File: src/rtl/hazard_ctrl_pkg.sv
// Shared definitions for the pipeline hazard controller: register address
// width, controller state encoding and the source/dest match rule.
package hazard_ctrl_pkg;

   localparam int unsigned REG_FILE_ADDR_LEN = 5;

   typedef enum logic {
      RUN      = 1'b0,
      MEM_WAIT = 1'b1
   } hz_state_t;

   // Register 0 is hardwired, so it never creates a dependency.
   function automatic logic src_match(
      input logic [REG_FILE_ADDR_LEN-1:0] src,
      input logic [REG_FILE_ADDR_LEN-1:0] dest,
      input logic                         used
   );
      return used && (dest != '0) && (src == dest);
   endfunction

endpackage

File: src/rtl/hazard_ctrl_sat_counter.sv
// Saturating up-counter with synchronous clear; holds at all-ones.
module hazard_ctrl_sat_counter #(
   parameter int unsigned W = 16
) (
   input  logic         clk_i,
   input  logic         clr_i,
   input  logic         inc_i,
   output logic [W-1:0] cnt_o
);

   logic [W-1:0] cnt_q, cnt_d;

   always_comb begin
      cnt_d = cnt_q;
      if (clr_i) begin
         cnt_d = '0;
      end else if (inc_i && (cnt_q != '1)) begin
         cnt_d = cnt_q + 1'b1;
      end
   end

   always_ff @(posedge clk_i) begin
      cnt_q <= cnt_d;
   end

   assign cnt_o = cnt_q;

endmodule

File: src/rtl/hazard_ctrl.sv
// Pipeline sequencing controller: per-stage enables/flushes from RAW hazards,
// taken branches and multi-cycle data-memory freezes, plus perf counters.
module hazard_ctrl
   import hazard_ctrl_pkg::*;
#(
   parameter bit          FWD_EN  = 1'b1,
   parameter int unsigned TIMEOUT = 64,
   parameter int unsigned CNT_W   = 16
) (
   input  logic                         clk,
   input  logic                         rst,
   input  logic [REG_FILE_ADDR_LEN-1:0] id_src1,
   input  logic [REG_FILE_ADDR_LEN-1:0] id_src2,
   input  logic                         id_two_src,
   input  logic [REG_FILE_ADDR_LEN-1:0] ex_dest,
   input  logic                         ex_wb_en,
   input  logic                         ex_mem_r_en,
   input  logic [REG_FILE_ADDR_LEN-1:0] mem_dest,
   input  logic                         mem_wb_en,
   input  logic                         br_taken,
   input  logic                         dmem_req,
   input  logic                         dmem_ack,
   output logic                         pc_en,
   output logic                         ifid_en,
   output logic                         ifid_flush,
   output logic                         idex_en,
   output logic                         idex_flush,
   output logic                         exmem_en,
   output logic                         mem_timeout,
   output logic [CNT_W-1:0]             stall_cnt,
   output logic [CNT_W-1:0]             flush_cnt
);

   localparam int unsigned WAIT_W = (TIMEOUT > 1) ? $clog2(TIMEOUT) : 1;
   localparam logic [WAIT_W-1:0] WAIT_MAX = WAIT_W'(TIMEOUT - 1);

   hz_state_t         state_q, state_d;
   logic [WAIT_W-1:0] wait_q, wait_d;
   logic              tmo_q, tmo_d;
   logic              freeze, hazard, match_ex, match_mem;
   logic              stall_inc, flush_inc;

   assign match_ex  = src_match(id_src1, ex_dest, 1'b1)
                    | src_match(id_src2, ex_dest, id_two_src);
   assign match_mem = src_match(id_src1, mem_dest, 1'b1)
                    | src_match(id_src2, mem_dest, id_two_src);

   always_comb begin
      if (FWD_EN) begin
         hazard = ex_wb_en & ex_mem_r_en & match_ex;
      end else begin
         hazard = (ex_wb_en & match_ex) | (mem_wb_en & match_mem);
      end
   end

   assign freeze = (state_q == RUN) ? (dmem_req & ~dmem_ack) : ~dmem_ack;

   // wait_d is the MEM_WAIT cycle index; the timeout flag is raised on the
   // TIMEOUT-th consecutive frozen cycle, counting the RUN cycle that entered.
   always_comb begin
      wait_d = '0;
      if (state_q == MEM_WAIT) begin
         wait_d = (wait_q == WAIT_MAX) ? wait_q : wait_q + 1'b1;
      end
      tmo_d = tmo_q | (freeze & (wait_d == WAIT_MAX));
   end

   always_ff @(posedge clk) begin
      if (rst) begin
         state_q <= RUN;
         wait_q  <= '0;
         tmo_q   <= 1'b0;
      end else begin
         state_q <= state_d;
         wait_q  <= wait_d;
         tmo_q   <= tmo_d;
      end
   end

   always_comb begin
      state_d = state_q;
      unique case (state_q)
         RUN:      if (dmem_req && !dmem_ack) state_d = MEM_WAIT;
         MEM_WAIT: if (dmem_ack)              state_d = RUN;
         default:  state_d = RUN;
      endcase
   end

   always_comb begin
      pc_en      = 1'b0;
      ifid_en    = 1'b0;
      ifid_flush = 1'b0;
      idex_en    = 1'b0;
      idex_flush = 1'b0;
      exmem_en   = 1'b0;
      if (!rst && !freeze) begin
         if (br_taken) begin
            pc_en      = 1'b1;
            ifid_en    = 1'b1;
            ifid_flush = 1'b1;
            idex_en    = 1'b1;
            idex_flush = 1'b1;
            exmem_en   = 1'b1;
         end else if (hazard) begin
            idex_en    = 1'b1;
            idex_flush = 1'b1;
            exmem_en   = 1'b1;
         end else begin
            pc_en      = 1'b1;
            ifid_en    = 1'b1;
            idex_en    = 1'b1;
            exmem_en   = 1'b1;
         end
      end
   end

   assign stall_inc   = freeze | (~br_taken & hazard);
   assign flush_inc   = ~freeze & br_taken;
   assign mem_timeout = tmo_q;

   hazard_ctrl_sat_counter #(.W(CNT_W)) u_stall_cnt (
      .clk_i (clk),
      .clr_i (rst),
      .inc_i (stall_inc),
      .cnt_o (stall_cnt)
   );

   hazard_ctrl_sat_counter #(.W(CNT_W)) u_flush_cnt (
      .clk_i (clk),
      .clr_i (rst),
      .inc_i (flush_inc),
      .cnt_o (flush_cnt)
   );

endmodule

File: config.mk
export PLATFORM = sky130hd
export DESIGN_NAME = hazard_ctrl
export DESIGN_NICKNAME = d
export VERILOG_FILES = /design/src/rtl/hazard_ctrl_pkg.sv /design/src/rtl/hazard_ctrl_sat_counter.sv /design/src/rtl/hazard_ctrl.sv
export SDC_FILE = /design/constraint.sdc
export NUM_CORES = 1
export LEC_CHECK = 0
export ABC_CLOCK_PERIOD_IN_PS = 5200
export CAP_MARGIN = 15
export CELL_PAD_IN_SITES_DETAIL_PLACEMENT = 0
export CELL_PAD_IN_SITES_GLOBAL_PLACEMENT = 1
export CORE_UTILIZATION = 36
export CTS_CLUSTER_DIAMETER = 150
export DETAILED_ROUTE_END_ITERATION = 16
export MAX_ROUTING_LAYER = met4
export PLACE_DENSITY = 0.94
export SYNTH_ARGS = -nofsm -noshare
export SYNTH_HDL_FRONTEND = slang
export SYNTH_SLANG_ARGS = --single-unit
File: constraint.sdc
create_clock -name clk -period 5.2 [get_ports clk]
set_input_delay 1.04 -clock clk [delete_from_list [all_inputs] [get_ports clk]]
set_output_delay 1.04 -clock clk [all_outputs]
set_load 0.01 [all_outputs]
==> impl_metrics.env, run 1 <==
export IMPL_clock_path_buffers=2
export IMPL_finalCritPeriodShare_pct=85.7
export IMPL_min_period_ns=4.46
export IMPL_ctsResizeCount=0
export IMPL_cts_setup_buffers=0
export IMPL_gp_congestion=0.818
export IMPL_grt_usage_pct=17.4
export IMPL_drive_gt1_share_pct=2.33
export IMPL_power_mw=0.563
export IMPL_synth_top_area_cell="dfxtp_1"
export IMPL_post_route_drc_count=0
export IMPL_cp_required_ns=4.16
export IMPL_vias=2027
export IMPL_wl_per_cell_um=13.4
export IMPL_synth_area_leaders="dfxtp_1, xor2_1, nor2_1, o31ai_1, or4_1"
export IMPL_fmax_mhz=224
export IMPL_p_sw_share_pct=23.5
export IMPL_fill_cells=554
export IMPL_crit_slowest_cell="clkdlybuf4s50_1"
export IMPL_cts_inserted_buffers=5
export IMPL_yosysTopAreaCellShare_pct=38.6
export IMPL_synth_area_um2=2080
export IMPL_outcome="finished, final reports clean"
export IMPL_register_area_um2=801
export IMPL_crit_buf_inv=2
export IMPL_ctsHoldBuffers=0
export IMPL_ys_seq_area_share_pct=38.6
export IMPL_fin_ws_ns=0.743
export IMPL_syn2layout_area_growth_pct=34.6
export IMPL_stdcell_area_um2=2790
export IMPL_hold_path_class="flop to flop"
export IMPL_dpl_worst_slack_ns=0.782
export IMPL_p_sw_mw=0.132
export IMPL_row_count=27
export IMPL_path_cells="clkdlybuf4s50_1, or4_1, o211ai_1, o31ai_1, nor2_1, clkdlybuf4s50_1"
export IMPL_portBuffers=61
export IMPL_die_x_um=77.9
export IMPL_cts_htree_levels=2
export IMPL_max_slew_margin_rel_pct=39.2
export IMPL_final_antenna_net_count=0
export IMPL_cp_slowest_stage_delay_ns=0.57
export IMPL_cp_end_kind="output port"
export IMPL_worstSetupPathType="input port to output port"
export IMPL_power_leakage_nw=0.935
export IMPL_root_buffer="clkbuf_8"
export IMPL_cts_tree="built"
export IMPL_power_frac_comb_pct=11.6
export IMPL_start_kind="input port"
export IMPL_ys_ff_latch=40
export IMPL_clock_latency_ns=0.29
export IMPL_clkPwrFrac_pct=32.6
export IMPL_n_antenna_cell=0
export IMPL_ios=68
export IMPL_setup_violations=0
export IMPL_cp_top_family="buffers and inverters"
export IMPL_mostFrequentLayoutCells="clkdlybuf4s50_1, dfxtp_1, nor2_1"
export IMPL_wirelength_um=4980
export IMPL_dp_cells=368
export IMPL_drv_cap=0
export IMPL_crit_arrival_ns=3.42
export IMPL_start_util_pct=37.5
export IMPL_hpwl_um=3530
export IMPL_rsz0062_at_grt="false"
export IMPL_nNetsFinal=335
export IMPL_crit_top_cell="clkdlybuf4s50_1"
export IMPL_layout_commonest_cell="clkdlybuf4s50_1"
export IMPL_clock_skew_ns=0.00705
export IMPL_yosysWarnings=0
export IMPL_avgSynthCellArea_um2=8.47
export IMPL_power_density_nw_per_um2=201
export IMPL_path_clk_slew_ns=0.07
export IMPL_ys_types=38
export IMPL_drt_first_pass_iters=4
export IMPL_critPathMaxFanout=4
export IMPL_cts_sinks=40
export IMPL_drt_iter0_drc=116
export IMPL_tns_ns=0
export IMPL_placed_cell_area_um2=2730
export IMPL_final_cells=373
export IMPL_internal_power_mw=0.430
export IMPL_multi_input_area_um2=1210
export IMPL_drv_slew=0
export IMPL_grt_pass1_wl_um=8220
export IMPL_grt_max_degree=38
export IMPL_grt_ovfl_total=0
export IMPL_via_per_inst=5.43
export IMPL_power_frac_seq_pct=55.8
export IMPL_final_hold_viol_count=0
export IMPL_ir_drop_mv=0.123
export IMPL_design_core_area_um2=5540
export IMPL_die_y_um=77.9
export IMPL_fin_util_pct=50.4
export IMPL_tightest_slew_ns=0.912
export IMPL_grt_antenna_before_repair=0
export IMPL_hold_ws_ns=0.470
export IMPL_die_area_um2=6070
export IMPL_grt_pass1_vias=1800
export IMPL_synth_cells=245
export IMPL_syn_nets=277
[synthesized netlist by cell type]
master,count
a211oi_1,1
a21oi_1,17
a311oi_1,1
a31oi_1,2
a32oi_1,1
and2_1,6
and3_1,10
and4_1,3
buf_2,2
buf_4,2
buf_6,1
clkbuf_1,6
dfxtp_1,40
ha_1,3
inv_1,2
mux2i_1,2
nand2_1,12
nand2b_1,1
nand3_1,12
nand3b_1,1
nand4_1,13
nor2_1,28
nor2b_1,3
nor3_1,6
nor3b_1,1
nor4_1,2
nor4_2,1
o211ai_1,2
o21a_1,1
o21ai_0,5
o21bai_1,1
o22ai_1,1
o31a_1,1
o31ai_1,13
or3_1,2
or4_1,12
xnor2_1,7
xor2_1,21
[tightest hold or removal path: stages, from the launching register on]
cell and delay, ns:
dfxtp_1 0.31, inv_1 0.04, o21ai_0 0.07
[layer usage]
layer / global-route usage [%] / wire [um] / up-vias
met3: 3.76 / 298 / 9
met4: 7.78 / 88 / 0
li1: - / - / 1021
met2: 26.1 / 2220 / 68
met5: - / 0 / -
met1: 22.5 / 2370 / 929
[worst paths after layout]
kind	startpoint	slack, ns	depth (start not counted)	end
hold / removal	mem_timeout	0.47	2	mem_timeout
hold reg to reg	mem_timeout	0.47	2	mem_timeout
setup reg to reg	u_stall_cnt.cnt_o[2]	2.97	6	u_stall_cnt.cnt_o[3]
setup / recovery	ex_dest[2]	0.74	6	ifid_en
[state kept, by name, summed over array words and instances, names as in the netlist]
| register | count |
|---|---|
| mem_timeout | 1 |
| state_q | 1 |
| u_flush_cnt.cnt_o | 16 |
| u_stall_cnt.cnt_o | 16 |
| wait_q | 6 |
[cell type report]
type / instances / area share [%]
repair buffers: 62 / 22.1
clock buffers: 5 / 2.46
inverters: 2 / 0.269
flip-flops and latches: 40 / 28.7
multi-input cells: 192 / 43.3
well taps: 72 / 3.22
[power by group through the flow]
stage | clock network [mW] | logic, mW | registers [mW]
2_1_floorplan | 0 | 0.0302 | 0.321
3_3_place_gp | 0 | 0.0642 | 0.321
3_5_place_dp | 0 | 0.0650 | 0.321
4_1_cts | 0.192 | 0.0653 | 0.314
5_1_grt | 0.202 | 0.0701 | 0.314
6_report | 0.183 | 0.0652 | 0.314
[cell families (layout without fill, tap and decap cells)]
logic type / after synthesis / in the layout / synth area share (%)
compound gates: 46 / 46 / 14.0
xor+xnor: 28 / 28 / 11.8
fa+ha+maj: 3 / 3 / 1.81
buf+inv: 13 / 69 / 3.19
flops: 40 / 40 / 38.6
mux: 2 / 2 / 0.964
simple gates: 113 / 113 / 29.7
(Power assumes the default switching activity.)
==> run 2: changes to the inputs <==
--- a/config.mk
+++ b/config.mk
@@ -5,12 +5,11 @@
 export SDC_FILE = /design/constraint.sdc
 export NUM_CORES = 1
 export LEC_CHECK = 0
-export ABC_CLOCK_PERIOD_IN_PS = 5200
 export CAP_MARGIN = 15
 export CELL_PAD_IN_SITES_DETAIL_PLACEMENT = 0
 export CELL_PAD_IN_SITES_GLOBAL_PLACEMENT = 1
 export CORE_UTILIZATION = 36
-export CTS_CLUSTER_DIAMETER = 150
+export CTS_CLUSTER_DIAMETER = 80
 export DETAILED_ROUTE_END_ITERATION = 16
 export MAX_ROUTING_LAYER = met4
 export PLACE_DENSITY = 0.94
==> results of run 2 <==
The final DEF is identical to that of run 1; final timing and power are the same.
==> run 3: changes to the inputs <==
--- a/config.mk
+++ b/config.mk
@@ -8,11 +8,11 @@
 export CAP_MARGIN = 15
 export CELL_PAD_IN_SITES_DETAIL_PLACEMENT = 0
 export CELL_PAD_IN_SITES_GLOBAL_PLACEMENT = 1
-export CORE_UTILIZATION = 36
+export CORE_UTILIZATION = 35
 export CTS_CLUSTER_DIAMETER = 80
 export DETAILED_ROUTE_END_ITERATION = 16
 export MAX_ROUTING_LAYER = met4
-export PLACE_DENSITY = 0.94
+export PLACE_DENSITY = 0.92
 export SYNTH_ARGS = -nofsm -noshare
 export SYNTH_HDL_FRONTEND = slang
 export SYNTH_SLANG_ARGS = --single-unit
==> constraint.sdc (replaced) <==
create_clock -name clk -period 5.2 [get_ports clk]
set_input_delay 1.04 -clock clk [delete_from_list [all_inputs] [get_ports clk]]
set_output_delay 1.04 -clock clk [all_outputs]
set_load 0.05 [all_outputs]
==> impl_metrics.env, run 3 (same netlist as run 1, synthesis figures left out) <==
export IMPL_outcome="finished, final reports clean"
export IMPL_tightest_slew_ns=0.875
export IMPL_setup_violations=0
export IMPL_power_leakage_nw=0.940
export IMPL_crit_top_cell="clkdlybuf4s50_1"
export IMPL_row_count=27
export IMPL_gp_congestion=0.812
export IMPL_power_mw=0.587
export IMPL_cts_tree="built"
export IMPL_wl_per_cell_um=13.4
export IMPL_path_clk_slew_ns=0.08
export IMPL_syn2layout_area_growth_pct=35.0
export IMPL_cp_top_family="buffers and inverters"
export IMPL_r2r_cells=6
export IMPL_start_kind="input port"
export IMPL_post_route_drc_count=0
export IMPL_clock_path_buffers=2
export IMPL_ctsResizeCount=0
export IMPL_crit_arrival_ns=3.63
export IMPL_mostFrequentLayoutCells="clkdlybuf4s50_1, dfxtp_1, nor2_1"
export IMPL_fin_util_pct=50.0
export IMPL_crit_buf_inv=2
export IMPL_hold_path_class="flop to flop"
export IMPL_critPathMaxFanout=4
export IMPL_die_area_um2=6240
export IMPL_grt_pass1_wl_um=8340
export IMPL_drive_gt1_share_pct=2.64
export IMPL_grt_ovfl_total=0
export IMPL_root_buffer="clkbuf_8"
export IMPL_wirelength_um=5010
export IMPL_final_hold_viol_count=0
export IMPL_max_slew_margin_rel_pct=41.6
export IMPL_path_depth=6
export IMPL_cts_htree_levels=2
export IMPL_drt_iter0_drc=114
export IMPL_cts_sinks=40
export IMPL_die_x_um=79.0
export IMPL_fmax_mhz=214
export IMPL_clock_skew_ns=0.00948
export IMPL_rsz0062_at_grt="false"
export IMPL_hpwl_um=3570
export IMPL_crit_slowest_cell="clkdlybuf4s50_1"
export IMPL_crit_start="ex_dest[1]"
export IMPL_reg2reg_from="u_stall_cnt.cnt_o[4]"
export IMPL_drv_slew=0
export IMPL_start_util_pct=37.0
export IMPL_via_per_inst=5.40
export IMPL_stdcell_area_um2=2800
export IMPL_cp_end_kind="output port"
export IMPL_finalCritPeriodShare_pct=89.8
export IMPL_cp_slowest_stage_delay_ns=0.84
export IMPL_drv_cap=0
export IMPL_grt_usage_pct=17.0
export IMPL_ctsHoldBuffers=0
export IMPL_grt_antenna_before_repair=0
export IMPL_whs_path_depth=2
export IMPL_placed_cell_area_um2=2730
export IMPL_ios=68
export IMPL_worstSetupPathType="input port to output port"
export IMPL_layout_commonest_cell="clkdlybuf4s50_1"
export IMPL_portBuffers=61
export IMPL_die_y_um=79.0
export IMPL_vias=2024
export IMPL_grt_max_degree=38
export IMPL_cts_inserted_buffers=5
export IMPL_design_core_area_um2=5610
export IMPL_min_period_ns=4.67
export IMPL_ir_drop_mv=0.144
export IMPL_cts_setup_buffers=0
export IMPL_cp_required_ns=4.16
export IMPL_drt_first_pass_iters=4
export IMPL_grt_pass1_vias=1829
export IMPL_tns_ns=0
export IMPL_clock_latency_ns=0.29
export IMPL_path_cells="clkdlybuf4s50_1, or4_1, o211ai_1, o31ai_1, nor2_1, clkdlybuf4s50_1"
export IMPL_hold_path_startpoint="mem_timeout"
export IMPL_power_density_nw_per_um2=210
export IMPL_n_antenna_cell=0
export IMPL_final_antenna_net_count=0
export IMPL_nNetsFinal=335
-- run 3: final cells by class --
type / instances / area, um^2
Clock buffer: 6 / 72.6
Multi-Input combinational cell: 192 / 1210
Fill cell: 561 / 2810
Tap cell: 72 / 90.1
Sequential cell: 40 / 801
Inverter: 2 / 7.51
Clock inverter: 1 / 5.00
Timing Repair Buffer: 62 / 618
-- run 3: metal layers --
metal  track usage, %  routed length (um)  vias to the layer above
li1                 -                   -                     1021
met1             22.7                2490                      952
met2             25.9                2250                       46
met3             3.91                 229                        5
met4             4.36                  34                        0
met5                -                   0                        -
-- run 3: report_power, final --
part           switching (mW)  internal, mW  leakage, nW  total, mW
Sequential            0.00476         0.309        0.323      0.314
Clock                   0.100        0.0912       0.0410      0.192
Combinational          0.0471        0.0344        0.577     0.0815
Total                   0.152         0.435        0.940      0.587
-- run 3: worst min-delay path, delay by kind of cell, from the launching register on --
kind	cells	cell delay [ns]
DFF	1	0.31
AOI/OAI and AO/OA	1	0.07
buffers and inverters	1	0.05
-- run 3: through the flow --
stage | worst slack [ns] | cells | hold WS (ns)
4_1_cts | 0.524 | 375 | 0.477
3_5_place_dp | 0.540 | 368 | 0.464
5_1_grt | 0.413 | 375 | 0.511
6_report | 0.532 | 375 | 0.473
2_1_floorplan | 1.15 | 245 | 0.492
3_3_place_gp | 0.527 | 368 | 0.458
-- run 3: path summary, 6_finish.rpt --
check | endpoint | slack (ns)
worst max-delay path | ifid_en | 0.53
worst min-delay path | mem_timeout | 0.47
worst max register to register | u_stall_cnt.cnt_o[3] | 2.99
worst min register to register | mem_timeout | 0.47
